## config.mk

```make
export PLATFORM = sky130hd
export DESIGN_NAME = fifo_ctrl
export DESIGN_NICKNAME = d
export VERILOG_FILES = /design/src/rtl/fifo_ctrl.sv
export SDC_FILE = /design/constraint.sdc
export NUM_CORES = 1
export LEC_CHECK = 0
export BUFFER_PORTS_ARGS = -buffer_cell sky130_fd_sc_hd__buf_2
export CAP_MARGIN = 0
export CORE_MARGIN = 2
export CORE_UTILIZATION = 29
export DETAILED_ROUTE_END_ITERATION = 16
export PLACE_DENSITY = 0.46
export SLEW_MARGIN = 10
export SYNTH_ARGS = -nofsm -noshare
export SYNTH_HDL_FRONTEND = slang
export SYNTH_SLANG_ARGS = --single-unit
```

## constraint.sdc

```tcl
create_clock -name clk -period 3 [get_ports clk]
set_input_delay 0.6 -clock clk [delete_from_list [all_inputs] [get_ports clk]]
set_output_delay 0.6 -clock clk [all_outputs]
set_load 0.01 [all_outputs]
```

## src/rtl/fifo_ctrl.sv

```systemverilog
// FIFO controller in front of an external dual-port RAM with a registered read port.
// Define FIFO_CTRL_LEVEL_EN to expose the occupancy count on the `level` output.
module fifo_ctrl #(
  parameter int WORD_LENGTH = 8,
  parameter int ADDR_LENGTH = 8
) (
  input  logic                   clk,
  input  logic                   rst_n,
  input  logic                   in_valid,
  output logic                   in_ready,
  input  logic [WORD_LENGTH-1:0] in_data,
  output logic                   out_valid,
  input  logic                   out_ready,
  output logic [WORD_LENGTH-1:0] out_data,
  output logic                   ram_write,
  output logic [ADDR_LENGTH-1:0] ram_w_addr,
  output logic [ADDR_LENGTH-1:0] ram_r_addr,
  output logic [WORD_LENGTH-1:0] ram_data_in,
  input  logic [WORD_LENGTH-1:0] ram_data_out
`ifdef FIFO_CTRL_LEVEL_EN
  ,
  output logic [ADDR_LENGTH:0]   level
`endif
);

  localparam logic [ADDR_LENGTH:0]   DEPTH_C  = ADDR_LENGTH'(1) << ADDR_LENGTH;
  localparam logic [ADDR_LENGTH-1:0] ADDR_ONE = ADDR_LENGTH'(1);

  logic [ADDR_LENGTH:0]   count_q, count_d;
  logic [ADDR_LENGTH-1:0] wr_ptr_q, wr_ptr_d;
  logic [ADDR_LENGTH-1:0] head_ptr_q, head_ptr_d;
  logic                   out_valid_q, out_valid_d;

  logic                   push, pop, fetch;
  logic [ADDR_LENGTH:0]   unfetched;

  assign in_ready  = (count_q < DEPTH_C);
  assign out_valid = out_valid_q;
  assign push      = in_valid & in_ready;
  assign pop       = out_valid_q & out_ready;

  // Words already in RAM but not yet loaded into the output register.
  assign unfetched = count_q - {{ADDR_LENGTH{1'b0}}, out_valid_q};
  assign fetch     = (unfetched != '0) && (!out_valid_q || out_ready);

  assign ram_write   = push;
  assign ram_w_addr  = wr_ptr_q;
  assign ram_data_in = in_data;
  assign out_data    = ram_data_out;

`ifdef FIFO_CTRL_LEVEL_EN
  assign level = count_q;
`endif

  always_comb begin
    ram_r_addr = head_ptr_q;
    if (fetch && out_valid_q) begin
      ram_r_addr = head_ptr_q + ADDR_ONE;
    end else if (!fetch && !out_valid_q) begin
      // Empty and idle: head_ptr equals wr_ptr, so park the read one slot back
      // to keep the read port off the slot that may be written this cycle.
      ram_r_addr = head_ptr_q - ADDR_ONE;
    end
  end

  always_comb begin
    count_d     = count_q + {{ADDR_LENGTH{1'b0}}, push} - {{ADDR_LENGTH{1'b0}}, pop};
    wr_ptr_d    = push ? (wr_ptr_q + ADDR_ONE) : wr_ptr_q;
    out_valid_d = fetch | (out_valid_q & ~out_ready);
    head_ptr_d  = head_ptr_q;
    if (fetch) begin
      head_ptr_d = ram_r_addr;
    end else if (pop) begin
      // Last word leaves: the next word to arrive lands at head_ptr+1.
      head_ptr_d = head_ptr_q + ADDR_ONE;
    end
  end

  always_ff @(posedge clk or negedge rst_n) begin
    if (!rst_n) begin
      count_q     <= '0;
      wr_ptr_q    <= '0;
      head_ptr_q  <= '0;
      out_valid_q <= 1'b0;
    end else begin
      count_q     <= count_d;
      wr_ptr_q    <= wr_ptr_d;
      head_ptr_q  <= head_ptr_d;
      out_valid_q <= out_valid_d;
    end
  end

endmodule
```

==> impl_metrics.yaml <==
global_route:
  grt_pass1_vias: 1529
  global_route.usage.met1: 0.157
  top_usage_layer: "met2"
  grt_use_total: 0.115
  antenna_found_initial: 0
  grt_pass1_wl_um: 6970
  grt_overflow_total: 0
  use_met3: 0.0113
  grt_max_degree: 27
  met2_usage: 0.177
sta:
  max_freq_mhz: 302
  period_share: 1.10
  worst_pin_slew_ns: 0.596
  drv_slew: 0
  fin_crit_ns: 3.31
  fin_ws_ns: -0.308
  hold_viol_final: 0
  slew_headroom: 0.603
  fin_worst_skew_ns: 0.00433
  rsz0062_at_grt: "true"
  timing.hold.ws_ns: 0.322
  final-setup-viol-count: 8
clock_network:
  cts_buffers: 3
  cts_tree: "yes"
  postCtsHoldBufs: 0
  clkSlewWorstSetupHoldPaths_ns: 0.09
  clock-root-buffer: "clkbuf_8"
  clock-sinks: 26
  htree_num_levels: 1
  clockBufferDepth: 2
  insertion_delay_ns: 0.27
placed_design:
  dp_hpwl_um: 3080
  io_buffer_count: 22
  dp_cells: 321
  place_congestion: 0.814
yosys:
  synth_top_area_frac: 0.319
  avgSynthCellArea_sq_um: 9.80
  synthFlopType: "dfrtp_1"
  syn-num-nets: 254
  synth_area_sq_um: 2040
  yosys.area.top_type: "dfrtp_1"
  synth-seq-cells: 26
  synth-edff-count: 0
  yosysWarnings: 0
  yosysMostFrequentCell: "dfrtp_1"
  synthTopCellsByArea: "dfrtp_1, ha_1, xnor2_1"
  synthTopCellsByCount: "dfrtp_1, ha_1, inv_1"
  syn_inst: 208
  yosysSeqAreaShare: 0.319
  ys_types: 40
  async_reset_ff_frac: 1.00
power:
  vdd_ir_drop_max_mv: 0.384
  seq_power_share: 0.256
  leakagePower_nw: 1.14
  p_sw_frac: 0.423
  pwr-share-clk: 0.111
  p_per_area_nw_per_um2: 1070
  power.internal_mw: 1.52
  power_frac_comb: 0.633
  p_switching_mw: 1.11
run_status:
  violations: "negative setup slack"
  outcome: "finished, violations left"
detailed_routing:
  firstDrtPassIters: 4
  ant_nets: 0
  routed_wl_um: 3990
  drc: 0
  viasPerCell: 4.37
  vias: 1451
  drt_iter0_drc: 41
  wire_per_inst_um: 12.0
finish:
  drive_above_1_share: 0.314
  area_growth_pct: 21.0
  layout.cells.non_filler: 332
  antenna_cells: 0
  nets: 283
critical_path:
  path_max_fanout: 5
  cp-end-kind: "primary output"
  worstSetupPathType: "register to primary output"
  worstSetupStartpointType: "register"
  required_ns: 2.40
  arrival_ns: 2.71
min_path:
  hold_path_class: "primary input to asynchronous set/reset pin"
job:
  maxCapViolations: 0
die:
  dieWidth_um: 87.8
  core_area_sq_um: 6790
  die_y_um: 87.8
  io_pins: 55
  dieArea_sq_um: 7710
  start_util: 0.300
  row_count: 30
[sequential cells by signal (all words and copies together) (netlist names)]
name / count
out_valid: 1
ram_w_addr: 8
head_ptr_q: 8
count_q: 9
[cells by family (layout without fill, tap and decap cells)]
group           Yosys count  after routing  synth area share
compound gates           23             23            0.0823
xor+xnor                 32             32             0.138
fa+ha+maj                26             26             0.163
buf+inv                  43             71             0.116
flops                    26             26             0.319
mux                      10             10            0.0497
simple gates             48             48             0.132
[metrics by stage]
step                      instance area [sq um]   TNS, ns   util  power (mW)  setup WS, ns
after floorplan                            2040         0      -        1.72         0.193
after global placement                     2230   -0.0379  0.328        2.17       -0.0280
after detailed placement                   2230  -0.00331  0.328        2.17      -0.00331
after CTS                                  2430     -1.98  0.357        2.63        -0.272
after global routing                       2470     -3.40  0.363        2.93        -0.446
final                                      2470     -2.26  0.363        2.63        -0.308
[worst paths after layout]
| kind | from | end | slack [ns] | depth (start not counted) |
|---|---|---|---|---|
| setup / recovery | count_q[2] | ram_r_addr[2] | -0.31 | 11 |
| hold / removal | rst_n | ram_w_addr[4] | 0.32 | 1 |
| setup reg to reg | out_valid | count_q[8] | 0.40 | 15 |
| hold reg to reg | ram_w_addr[7] | ram_w_addr[7] | 0.48 | 1 |
| max in group asynchronous | rst_n | count_q[3] | 2.29 | 1 |
| min in group clk | ram_w_addr[7] | ram_w_addr[7] | 0.48 | 1 |
[what timing repair did]
item | 4_1_cts | 5_1_grt
pin swaps | 2 | 6
setup buffers | 5 | 1
gates resized for setup | 23 | 7
cloned | 1 | 0
endpoints found under the setup margin | 8 | 8
[critical path, cell delays in order (launching register included)]
cell and delay, ns:
dfrtp_1 0.39, inv_2 0.13, ha_4 0.16, nor2b_4 0.04
a311o_1 0.36, xnor2_1 0.22, nand4_1 0.13, nor3_2 0.29
buf_6 0.19, mux2i_1 0.22, xor2_1 0.15, buf_2 0.14
[metal layers]
layer,up-vias,routed length [um]
met1,670,1930
met2,29,1790
met4,0,159
met3,19,113
li1,733,-
met5,-,0
[area by class of cell]
type	count	area [sq um]
Fill cell	676	4330
Inverter	23	86.3
Tap cell	96	120
Clock inverter	1	30.0
Sequential cell	26	651
Timing Repair Buffer	44	287
Clock buffer	3	41.3
Multi-Input combinational cell	139	1250
[power by group through the flow]
stage	clock network [mW]	logic, mW	registers [mW]
6_report	0.292	1.67	0.673
5_1_grt	0.316	1.91	0.708
4_1_cts	0.303	1.65	0.676
3_5_place_dp	0	1.50	0.674
3_3_place_gp	0	1.49	0.676
2_1_floorplan	0	1.06	0.661
[placed cells by master, fill, tap and decap left out, types with 2 or more instances in the layout]
cell / Yosys / layout
mux2i_2: 0 / 2
a21oi_1: 6 / 6
ha_1: 25 / 19
ha_4: 0 / 5
o21ai_0: 3 / 3
nand2_1: 9 / 9
and4_1: 2 / 2
dfrtp_1: 26 / 26
inv_2: 1 / 9
nor4_1: 4 / 4
xor2_1: 14 / 14
mux2i_1: 9 / 6
buf_6: 1 / 3
and3_1: 6 / 6
buf_2: 0 / 22
xnor2_1: 18 / 18
inv_1: 22 / 14
nand2b_1: 4 / 3
nor2b_1: 4 / 3
nor2_1: 10 / 10
nand3_1: 3 / 3
o21bai_1: 3 / 3
buf_4: 18 / 19
clkbuf_8: 0 / 3
(Power assumes the default switching activity.)
